## src/rtl/pipe_hazard_ctrl_pkg.sv

```systemverilog
// rtl/pipe_hazard_ctrl_pkg.sv - shared slot type, select encodings and match helper
package pipe_hazard_ctrl_pkg;

  localparam int REG_W = 5;

  localparam logic [1:0] FWD_REGF = 2'd0;
  localparam logic [1:0] FWD_MEM  = 2'd1;
  localparam logic [1:0] FWD_WB   = 2'd2;

  typedef struct packed {
    logic             valid;
    logic [REG_W-1:0] rwd;
    logic             wen;
    logic             is_load;
    logic [REG_W-1:0] rs;
    logic [REG_W-1:0] rt;
    logic             use_rs;
    logic             use_rt;
  } slot_t;

  localparam slot_t SLOT_BUBBLE = '0;

  typedef enum logic {
    ST_RUN   = 1'b0,
    ST_STALL = 1'b1
  } state_e;

  // Register 0 is hardwired, so it can never be the subject of a hazard.
  function automatic logic src_match(logic use_src, logic [REG_W-1:0] src, slot_t s);
    return use_src && (src != '0) && s.valid && s.wen && (s.rwd == src);
  endfunction

  function automatic logic slot_hit(slot_t id, slot_t s);
    return src_match(id.use_rs, id.rs, s) || src_match(id.use_rt, id.rt, s);
  endfunction

endpackage

```

## src/rtl/pipe_hazard_ctrl_hz_scoreboard.sv

```systemverilog
// rtl/pipe_hazard_ctrl_hz_scoreboard.sv - EX/MEM/WB destination scoreboard with hazard and forward match
module pipe_hazard_ctrl_hz_scoreboard
  import pipe_hazard_ctrl_pkg::*;
#(
  parameter bit FWD_EN = 1'b1
) (
  input  logic       clk,
  input  logic       rst,
  input  slot_t      id_slot_i,
  input  logic       kill_i,
  output logic       hz_o,
  output logic [1:0] fwd_rs_sel_o,
  output logic [1:0] fwd_rt_sel_o
);

  slot_t ex_q, mem_q, wb_q;
  slot_t ex_d;
  logic  hit_ex, hit_mem, hit_wb;
  logic  sb_unused;

  assign ex_d = kill_i ? SLOT_BUBBLE : id_slot_i;

  always_ff @(posedge clk) begin
    if (rst) begin
      ex_q  <= SLOT_BUBBLE;
      mem_q <= SLOT_BUBBLE;
      wb_q  <= SLOT_BUBBLE;
    end else begin
      ex_q  <= ex_d;
      mem_q <= ex_q;
      wb_q  <= mem_q;
    end
  end

  // A load in MEM is never a forward source; the load-use stall keeps it from arising.
  function automatic logic [1:0] pick_src(logic use_src, logic [REG_W-1:0] src);
    if (src_match(use_src, src, mem_q) && !mem_q.is_load) return FWD_MEM;
    if (src_match(use_src, src, wb_q)) return FWD_WB;
    return FWD_REGF;
  endfunction

  always_comb begin
    hit_ex       = slot_hit(id_slot_i, ex_q);
    hit_mem      = slot_hit(id_slot_i, mem_q);
    hit_wb       = slot_hit(id_slot_i, wb_q);
    hz_o         = 1'b0;
    fwd_rs_sel_o = FWD_REGF;
    fwd_rt_sel_o = FWD_REGF;
    if (FWD_EN) begin
      hz_o         = hit_ex && ex_q.is_load;
      fwd_rs_sel_o = pick_src(ex_q.use_rs, ex_q.rs);
      fwd_rt_sel_o = pick_src(ex_q.use_rt, ex_q.rt);
    end else begin
      hz_o = hit_ex || hit_mem || hit_wb;
    end
  end

  assign sb_unused = ^wb_q;

endmodule

```

## src/rtl/pipe_hazard_ctrl.sv

```systemverilog
// rtl/pipe_hazard_ctrl.sv - pipeline hazard scheduler: stall/bubble control, forward selects, stall counter
module pipe_hazard_ctrl
  import pipe_hazard_ctrl_pkg::*;
#(
  parameter bit FWD_EN = 1'b1,
  parameter int CNT_W  = 16
) (
  input  logic             clk,
  input  logic             rst,
  input  logic [4:0]       id_rs,
  input  logic [4:0]       id_rt,
  input  logic             id_use_rs,
  input  logic             id_use_rt,
  input  logic [4:0]       id_rwd,
  input  logic             id_wen,
  input  logic             id_is_load,
  input  logic             flush,
  output logic             stall_if,
  output logic             stall_id,
  output logic             bubble_ex,
  output logic [1:0]       fwd_rs_sel,
  output logic [1:0]       fwd_rt_sel,
  output logic [CNT_W-1:0] stall_cnt
);

  slot_t            id_slot;
  logic             hz_raw, hz;
  logic [1:0]       sb_rs_sel, sb_rt_sel;
  state_e           state_q, state_d;
  logic [CNT_W-1:0] stall_cnt_q, stall_cnt_d;

  assign id_slot = '{valid: 1'b1, rwd: id_rwd, wen: id_wen, is_load: id_is_load,
                     rs: id_rs, rt: id_rt, use_rs: id_use_rs, use_rt: id_use_rt};

  // Flush kills the ID instruction, so there is nothing left to stall for.
  assign hz = hz_raw && !flush && !rst;

  pipe_hazard_ctrl_hz_scoreboard #(
    .FWD_EN(FWD_EN)
  ) u_sb (
    .clk         (clk),
    .rst         (rst),
    .id_slot_i   (id_slot),
    .kill_i      (hz || flush),
    .hz_o        (hz_raw),
    .fwd_rs_sel_o(sb_rs_sel),
    .fwd_rt_sel_o(sb_rt_sel)
  );

  always_comb begin
    state_d = state_q;
    unique case (state_q)
      ST_RUN:   if (hz)  state_d = ST_STALL;
      ST_STALL: if (!hz) state_d = ST_RUN;
      default:           state_d = ST_RUN;
    endcase
    if (flush) state_d = ST_RUN;
  end

  always_comb begin
    stall_cnt_d = stall_cnt_q;
    if (hz && (stall_cnt_q != {CNT_W{1'b1}})) stall_cnt_d = stall_cnt_q + 1'b1;
  end

  always_ff @(posedge clk) begin
    if (rst) begin
      state_q     <= ST_RUN;
      stall_cnt_q <= '0;
    end else begin
      state_q     <= state_d;
      stall_cnt_q <= stall_cnt_d;
    end
  end

  assign stall_if   = hz;
  assign stall_id   = hz;
  assign bubble_ex  = (hz || flush) && !rst;
  assign fwd_rs_sel = rst ? FWD_REGF : sb_rs_sel;
  assign fwd_rt_sel = rst ? FWD_REGF : sb_rt_sel;
  assign stall_cnt  = stall_cnt_q;

endmodule

```

## config.mk

```make
export PLATFORM = sky130hd
export DESIGN_NAME = pipe_hazard_ctrl
export DESIGN_NICKNAME = d
export VERILOG_FILES = /design/src/rtl/pipe_hazard_ctrl_pkg.sv /design/src/rtl/pipe_hazard_ctrl_hz_scoreboard.sv /design/src/rtl/pipe_hazard_ctrl.sv
export SDC_FILE = /design/constraint.sdc
export NUM_CORES = 1
export LEC_CHECK = 0
export ABC_CLOCK_PERIOD_IN_PS = 2200
export BUFFER_PORTS_ARGS = -buffer_cell sky130_fd_sc_hd__buf_4
export CAP_MARGIN = 25
export CORE_UTILIZATION = 49
export DETAILED_ROUTE_END_ITERATION = 8
export PLACE_DENSITY = 0.72
export SYNTH_ARGS = -nofsm -noshare
export SYNTH_HDL_FRONTEND = slang
export SYNTH_SLANG_ARGS = --single-unit
```

## constraint.sdc

```tcl
create_clock -name clk -period 2.2 [get_ports clk]
set_clock_uncertainty 0.2 [all_clocks]
set_input_delay 0.11 -clock clk [delete_from_list [all_inputs] [get_ports clk]]
set_output_delay 0.11 -clock clk [all_outputs]
set_load 0.02 [all_outputs]
```

Yosys cells after proc, flatten, opt, wreduce, memory -nomap -nowiden
Cells that the tools add are included.
Word-level totals
  flip-flop bits (word level): 51
  input bits: 22
  output and inout port bits: 23
  word-level logic and storage cells: 80
Operators by class
  $add $sub $neg: 1
  eq/ne operators: 7
  muxes and demuxes: 17
  reductions and logical operators: 39
Operator list (number)
  5-bit equality test: 6
  1-bit logical AND: 29
  2-bit 2-to-1 mux: 10
  20-bit 2-to-1 mux: 1
  5-bit nonzero test: 4
  16-bit by 1-bit adder with 16-bit output (second input constant): 1
  16-bit inequality test (second input constant): 1
  1-bit 2-to-1 mux: 6
  1-bit logical NOT: 3
  1-bit logical OR: 2
  2-bit OR reduction: 1

Depth between registers and ports, before layout
Gate-level depths: netlist of run 1.
  depth in word-level cells: 11
  mapped depth: 8
  depth with buffers taken out: 7

Hierarchy
Synthesis of run 1 repeated with hierarchy kept, for this count alone.
Second synthesis, totals
  cells, all modules: 240
  area total of the unflattened synthesis: 2338.5 um^2
Modules (own cells, without submodules)
  pipe_hazard_ctrl_hz_scoreboard: times used 1, cells an instance 130, area an instance 1395.1 um^2, sequential area each 700.7 um^2
  pipe_hazard_ctrl: times used 1, cells an instance 110, area an instance 943.4 um^2, sequential area each 320.3 um^2

Worst setup path before layout of run 1
OpenSTA, ideal clock, no wires.
  path kind: reg-to-reg
  start point: reg stall_cnt_q[0] (netlist: stall_cnt[0])
  end point: reg stall_cnt_q[9] (netlist: stall_cnt[9])
  library setup time: 0.115 ns
  arrival time: 1.950 ns
  required time: 1.885 ns
  setup slack: -0.065 ns
  stages on the path, launching flop included: 9
  buffers on the path: 1
  clock period less this slack: 2.265 ns
  cells stage by stage: dfxtp_1 > ha_1 > nand3_1 > nor3_1 > a21oi_1 > o21ai_2 > buf_6 > nor3_1 > o21ba_2
Between the ends
  word-level cells in the longest chain between the ends: 2
  elaborated cells on any way between the ends: 3
  those cells by class: add/sub: 1; eq/ne: 1; reduce/logical: 1
Ends and longest elaborated chain
  start: declaration: line pipe_hazard_ctrl.sv:30  | logic [CNT_W-1:0] stall_cnt_q, stall_cnt_d;
  start signal: assignment: line pipe_hazard_ctrl.sv:71  | stall_cnt_q <= stall_cnt_d;
  parallel branches: the longest is 2 deep, another holds 16-bit by 1-bit adder with 16-bit output
Parallel ways; which one is timed is not known.
A chain may end at the register's enable or synchronous reset.

Worst setup path in the final report of run 1
  start point: reg u_sb.ex_q[17] in the netlist's numbering
  end point: reg stall_cnt_q[11] (netlist: stall_cnt[11])
Between the ends
  word-level cells in the longest chain between the ends: 7
  elaborated cells on any way between the ends: 9
  those cells by class: eq/ne: 2; reduce/logical: 7
Ends and longest elaborated chain
  start: declaration: line pipe_hazard_ctrl_hz_scoreboard.sv:16  | slot_t ex_q, mem_q, wb_q;
  start signal: assignment: line pipe_hazard_ctrl_hz_scoreboard.sv:25  | ex_q <= SLOT_BUBBLE;
  start signal: assignment: line pipe_hazard_ctrl_hz_scoreboard.sv:29  | ex_q <= ex_d;
  5-bit equality test: line pipe_hazard_ctrl_pkg.sv:30  | return use_src && (src != '0) && s.valid && s.wen && (s.rwd == src);
  1-bit logical AND: line pipe_hazard_ctrl_pkg.sv:30
  1-bit logical OR *: line pipe_hazard_ctrl_pkg.sv:34  | return src_match(id.use_rs, id.rs, s) || src_match(id.use_rt, id.rt, s);
  1-bit logical AND *: line pipe_hazard_ctrl_hz_scoreboard.sv:50  | hz_o = hit_ex && ex_q.is_load;
  1-bit logical AND * (2 in a row): line pipe_hazard_ctrl.sv:36  | assign hz = hz_raw && !flush && !rst;
  1-bit logical AND *: line pipe_hazard_ctrl.sv:62  | if (hz && (stall_cnt_q != {CNT_W{1'b1}})) stall_cnt_d = stall_cnt_q + 1'b1;
Every way passes the cells marked *; elsewhere a longest branch is shown, timed or not.

==> key figures, run 1 <==
Placement
  • Number of placed instances, taps included: 335
  • Placed Area: 0.00270 mm2
  • Number of input and output port buffers inserted: 44
  • HPWL after detailed placement: 3650 um
  • Final GP Congestion: 0.861

Power
  • Cell Pwr Density: 514 mW/mm2
  • Reported leakage power: 0.00138 uW
  • Total Power: 1730 uW
  • Largest voltage drop on the vdd net: 379 uV

Cells and area
  • # diodes: 0
  • Number of inserted filler cells in the final layout: 298
  • Non-filler instance count after layout: 382
  • Leading cell type in the layout, fill and taps excluded: sky130_fd_sc_hd__buf_4
  • Relative area change from synthesis to final layout: 47.8%
  • Final instance area: 0.00337 mm2
  • Commonest cells after routing, fill and taps aside: sky130_fd_sc_hd__buf_4, sky130_fd_sc_hd__dfxtp_1, sky130_fd_sc_hd__dlygate4sd3_1, sky130_fd_sc_hd__nor2b_1, sky130_fd_sc_hd__and3_1
  • Final net count: 352
  • Share of cells above drive strength 1: 0.397

Critical path
  • Kind of capture point of the worst setup path: flip-flop
  • CP required: 2240 ps
  • Count of cells along the worst register-to-register path: 8
  • Class of the most critical setup path: flip-flop to flip-flop
  • Crit path launch type: flip-flop
  • CP Data Arrival Time: 2380 ps
  • Peak fanout along the critical path: 6

CTS
  • Clock tree root driver cell: sky130_fd_sc_hd__clkbuf_8
  • Clock-pin slew of the registers on the worst-case setup and hold paths: 100 ps
  • Number of buffers between clock root and the deepest sink: 2
  • Sinks on the clock net: 51
  • H-tree lvl count: 2
  • Clock latency on the worst-skew pair: 310 ps
  • Number of buffers created by CTS: 5
  • CTS tree: built

Timing
  • Final setup vio count: 21
  • Crit path setup slack, layout: -140 ps
  • Post-route clock period utilization: 1.06
  • Worst-Margin Slew: 643 ps
  • Relative slew slack: 0.565
  • Number of pins exceeding their max-slew limit in the final report: 0
  • Setup repair after global routing missed its margin: yes
  • Maximum frequency from static timing analysis: 0.427 GHz
  • Final worst hold slack: 39.0 ps
  • Total negative slack for setup checks: -1080 ps
  • Number of hold-slack violations in the final timing report: 0
  • Final Critical Period: 2340 ps

Global route
  • GRT Residual Overflow: 0
  • Number of global-route vias before repair: 1949
  • Largest net degree at the start of global routing: 41
  • Antenna violations before repair: 0
  • Met1 demand-to-capacity share in global routing: 0.308
  • Busiest metal layer after global routing: met2
  • Global-route usage over all layers: 0.242
  • Global routing met2 resource utilization: 0.412
  • GRT met3 Usage: 0.0505
  • Wire length of the first global-routing pass: 9340 um

Die
  • Core area: 0.00441 mm2
  • Ports placed on the boundary: 45
  • Total Die Area: 0.00492 mm2
  • Core Rows: 24
  • Width of the chip: 70.2 um
  • Height of the chip: 70.2 um
  • Starting density of the core: 0.516

Routing
  • Length of the first detailed-routing pass in iterations: 4
  • Via/cell ratio: 5.74
  • Post-detailed-routing wire length: 6720 um
  • Detail Route Antenna Nets: 0
  • Initial DRC count: 129
  • Vias: 2191
  • Remaining routing DRC violations: 0
  • Post-detailed-route wirelength per cell: 17.6 um

Synthesis
  • Yosys synthesis warning count: 0
  • Post-synthesis net count: 264
  • Number of synthesized flops with an enable pin: 0
  • Cell count after synthesis: 241
  • Fraction of registers with async set/reset: 0
  • Share of the yosys chip area belonging to registers: 0.448
  • Primary FF master, synth: sky130_fd_sc_hd__dfxtp_1
  • Seq cells post-synth: 51
  • Average footprint of a synthesized cell: 9.45 um2
  • Cell variety after synth: 43
  • Synthesized cell area: 0.00228 mm2

Hold path
  • Path class of the lowest-slack min-delay path: input port to flip-flop
  • Instance count along the most critical hold path: 3

Outcome
  • Violations in the final reports: negative setup slack
  • Status: finished with violations

Flow run
  • Max-Cap Viols: 0
[repair_timing]
item,CTS,global route
setup endpoints to repair,9,21
pin swaps,9,21
buffers inserted,6,12
endpoints found under the hold margin,21,0
gates resized for setup,14,49
hold buffers,21,0
[critical path, cell delays in order, from the launching register on]
cell	delay [ps]
sky130_fd_sc_hd__dfxtp_4	360
sky130_fd_sc_hd__xnor2_2	160
sky130_fd_sc_hd__nand4_1	180
sky130_fd_sc_hd__a2111oi_4	370
sky130_fd_sc_hd__buf_4	190
sky130_fd_sc_hd__nor2_4	60
sky130_fd_sc_hd__buf_4	130
sky130_fd_sc_hd__or4_1	470
sky130_fd_sc_hd__a21oi_1	150
[final cells by class]
type / instances / area [um2] / share of cell area
multi-input combinational: 177 / 1360 / 0.405
sequential: 51 / 1040 / 0.309
timing repair buffer: 92 / 793 / 0.236
clock buffer: 5 / 68.8 / 0.0204
tap: 52 / 65.1 / 0.0193
clock inverter: 3 / 28.8 / 0.00855
inverter: 2 / 7.51 / 0.00223
[metrics by stage]
| step | utilization | setup WS, ps |
|---|---|---|
| floorplan | - | 60.6 |
| global placement | 0.612 | 28.0 |
| detailed placement | 0.612 | -84.2 |
| CTS | 0.703 | -30.6 |
| global route | 0.762 | -207 |
| finish | 0.762 | -140 |
[state kept, by name, indices dropped and copies added (netlist names)]
signal,cells
stall_cnt,16
u_sb.ex_q,20
u_sb.mem_q,8
u_sb.wb_q,7
[worst paths after layout]
check | startpoint | end | slack, ps
min | flush | stall_cnt[15] | 40
max | u_sb.ex_q[17] | stall_cnt[11] | -140
max reg2reg | u_sb.ex_q[17] | stall_cnt[11] | -140
min reg2reg | u_sb.mem_q[13] | u_sb.wb_q[13] | 280
[cell usage after synthesis, drive strengths merged (5+ instances only)]
master | n | area share
nand3 | 10 | 0.022
or3 | 5 | 0.014
nor2 | 20 | 0.034
xor2 | 9 | 0.035
or4 | 5 | 0.016
nand2 | 9 | 0.015
xnor2 | 20 | 0.077
o21ai | 8 | 0.019
nor4 | 7 | 0.022
a21oi | 9 | 0.021
nand4 | 6 | 0.016
nor2b | 19 | 0.052
clkbuf | 9 | 0.016
and3 | 21 | 0.060
dfxtp | 51 | 0.45
[per-layer routing]
layer  up-vias  wire length (um)
met4         0               205
met3        13               364
met1      1051              2760
met5         -                 0
li1       1029                 -
met2        98              3400
[kinds of logic after synthesis]
logic type,Yosys count,synth area share
AOI/OAI and AO/OA,28,0.0929
adders and majority gates,1,0.00549
and+or+nand+nor,114,0.288
muxes,5,0.0258
DFF,51,0.448
xor gates and xnor gates,29,0.112
buffers and inverters,13,0.0275
[power by group]
group	switching, uW	leakage [uW]	internal (uW)
combinational	83.4	0.000912	107
clock	336	0.0000502	236
sequential	23.0	0.000420	943
total	443	0.00138	1290
(Power assumes the default switching activity.)
==> run 2: changes to the inputs <==
--- a/config.mk
+++ b/config.mk
@@ -11,6 +11,7 @@
 export CORE_UTILIZATION = 49
 export DETAILED_ROUTE_END_ITERATION = 8
 export PLACE_DENSITY = 0.72
+export SETUP_SLACK_MARGIN = 0.05
 export SYNTH_ARGS = -nofsm -noshare
 export SYNTH_HDL_FRONTEND = slang
 export SYNTH_SLANG_ARGS = --single-unit
==> key figures, run 2 (same netlist as run 1, synthesis figures left out) <==
Die
  • Starting density of the core: 0.516
  • Total Die Area: 0.00492 mm2
  • Ports placed on the boundary: 45
  • Width of the chip: 70.2 um
  • Core area: 0.00441 mm2
  • Core Rows: 24
  • Height of the chip: 70.2 um

Global route
  • Largest net degree at the start of global routing: 41
  • Global-route usage over all layers: 0.244
  • Number of global-route vias before repair: 1969
  • Antenna violations before repair: 0
  • Wire length of the first global-routing pass: 9460 um
  • GRT Residual Overflow: 0

CTS
  • Clock latency on the worst-skew pair: 310 ps
  • Sinks on the clock net: 51
  • CTS tree: built
  • H-tree lvl count: 2
  • Clock tree root driver cell: sky130_fd_sc_hd__clkbuf_8
  • Number of buffers between clock root and the deepest sink: 2
  • Clock-pin slew of the registers on the worst-case setup and hold paths: 100 ps
  • Number of buffers created by CTS: 5

Routing
  • Via/cell ratio: 5.48
  • Post-detailed-routing wire length: 5840 um
  • Vias: 2066
  • Initial DRC count: 98
  • Post-detailed-route wirelength per cell: 15.5 um
  • Detail Route Antenna Nets: 0
  • Remaining routing DRC violations: 0
  • Length of the first detailed-routing pass in iterations: 4

Critical path
  • CP required: 1890 ps
  • Critical Path Start: u_sb.ex_q[4]
  • Reg-to-Reg Start: u_sb.ex_q[17]
  • Crit path launch type: flip-flop
  • Kind of capture point of the worst setup path: output pin
  • Peak fanout along the critical path: 3
  • CP Data Arrival Time: 1870 ps
  • Class of the most critical setup path: flip-flop to output pin

Placement
  • Placed Area: 0.00270 mm2
  • HPWL after detailed placement: 3650 um
  • Number of placed instances, taps included: 335
  • Final GP Congestion: 0.861
  • Number of input and output port buffers inserted: 44

Timing
  • Worst-Margin Slew: 487 ps
  • Number of hold-slack violations in the final timing report: 0
  • Maximum frequency from static timing analysis: 0.460 GHz
  • Final setup vio count: 0
  • Final Critical Period: 2180 ps
  • Number of pins exceeding their max-slew limit in the final report: 0
  • Relative slew slack: 0.671
  • Final worst hold slack: 142 ps
  • Post-route clock period utilization: 0.989
  • Setup repair after global routing missed its margin: yes

Cells and area
  • Area of combinational cells with multiple inputs: 0.00131 mm2
  • Commonest cells after routing, fill and taps aside: sky130_fd_sc_hd__buf_4, sky130_fd_sc_hd__dfxtp_1, sky130_fd_sc_hd__dlygate4sd3_1, sky130_fd_sc_hd__and3_1, sky130_fd_sc_hd__nor2b_1
  • Non-filler instance count after layout: 377
  • Final instance area: 0.00330 mm2
  • Share of cells above drive strength 1: 0.357
  • Leading cell type in the layout, fill and taps excluded: sky130_fd_sc_hd__buf_4
  • Largest register by flop count: u_sb.ex_q
  • Register Area: 0.00104 mm2
  • Relative area change from synthesis to final layout: 44.9%
  • Number of flip-flops under the largest register name: 20
  • Final net count: 347
  • Number of inserted filler cells in the final layout: 312
  • # diodes: 0

Hold path
  • Startpoint of the tightest hold check path: rst
  • Path class of the lowest-slack min-delay path: input port to flip-flop

Flow run
  • Max-Cap Viols: 0

Outcome
  • Status: finished clean

Power
  • Reported leakage power: 0.00137 uW
  • Cell Pwr Density: 519 mW/mm2
  • Largest voltage drop on the vdd net: 419 uV
[run 2: cell types whose count changed in the layout (fill, tap and decap cells not counted), moves of 3 or more]
| cell | delta |
|---|---|
| sky130_fd_sc_hd__dfxtp_2 | +3 |
| sky130_fd_sc_hd__buf_4 | -3 |
| sky130_fd_sc_hd__or3_4 | -3 |
| sky130_fd_sc_hd__o21ai_0 | +5 |
| sky130_fd_sc_hd__a21oi_2 | -3 |
| sky130_fd_sc_hd__o21ai_1 | -3 |
| sky130_fd_sc_hd__a21oi_1 | +3 |
| sky130_fd_sc_hd__or3_1 | +3 |
[run 2: path summary, 6_finish.rpt]
kind / to / slack, ps / cells after the start
max reg2reg: stall_cnt[8] / 90 / 8
min reg2reg: u_sb.wb_q[13] / 270 / 1
max: fwd_rt_sel[1] / 20 / 6
min: u_sb.wb_q[15] / 140 / 3
[run 2: final cells by class]
type | count | share of cell area
Inverter | 2 | 0.00228
Tap cell | 52 | 0.0197
Sequential cell | 51 | 0.315
Timing Repair Buffer | 87 | 0.236
Clock inverter | 3 | 0.00872
Multi-Input combinational cell | 177 | 0.397
Clock buffer | 5 | 0.0209
[run 2: critical path: stages, from the launching register on]
cell and delay [ps]:
sky130_fd_sc_hd__dfxtp_2 360, sky130_fd_sc_hd__or4_4 520, sky130_fd_sc_hd__o21ai_2 190, sky130_fd_sc_hd__nor4_1 80
sky130_fd_sc_hd__nand3_1 100, sky130_fd_sc_hd__and4_1 170, sky130_fd_sc_hd__buf_4 130
[run 2: timing repair]
action / CTS / global route
buffers inserted: 8 / 3
hold endpoints to repair: 21 / 0
hold buffers: 21 / 0
cloned: 2 / 0
resized for setup: 20 / 21
setup endpoints to repair: 15 / 35
pin swaps: 11 / 9
[run 2: power by group]
| part | total [uW] | switching (uW) | internal [uW] |
|---|---|---|---|
| registers | 966 | 22.5 | 944 |
| clock network | 567 | 331 | 236 |
| logic | 179 | 75.1 | 104 |
| total | 1710 | 429 | 1280 |
[run 2: layer usage]
layer | routed length (um) | share of wire | track usage
met4 | 82 | 0.014 | 0.0733
met5 | 0 | 0 | 0
met2 | 2900 | 0.50 | 0.415
met1 | 2540 | 0.44 | 0.315
met3 | 308 | 0.053 | 0.0447
[run 2: per-stage QoR]
step | setup TNS [ps] | worst slack [ps] | utilization | total power [uW]
floorplan | 0 | 60.6 | - | 1050
global placement | 0 | 28.0 | 0.612 | 1110
detailed placement | -122 | -84.2 | 0.612 | 1110
CTS | 0 | 12.2 | 0.728 | 1700
global route | -211 | -60.0 | 0.747 | 1780
finish | 0 | 24.5 | 0.747 | 1710
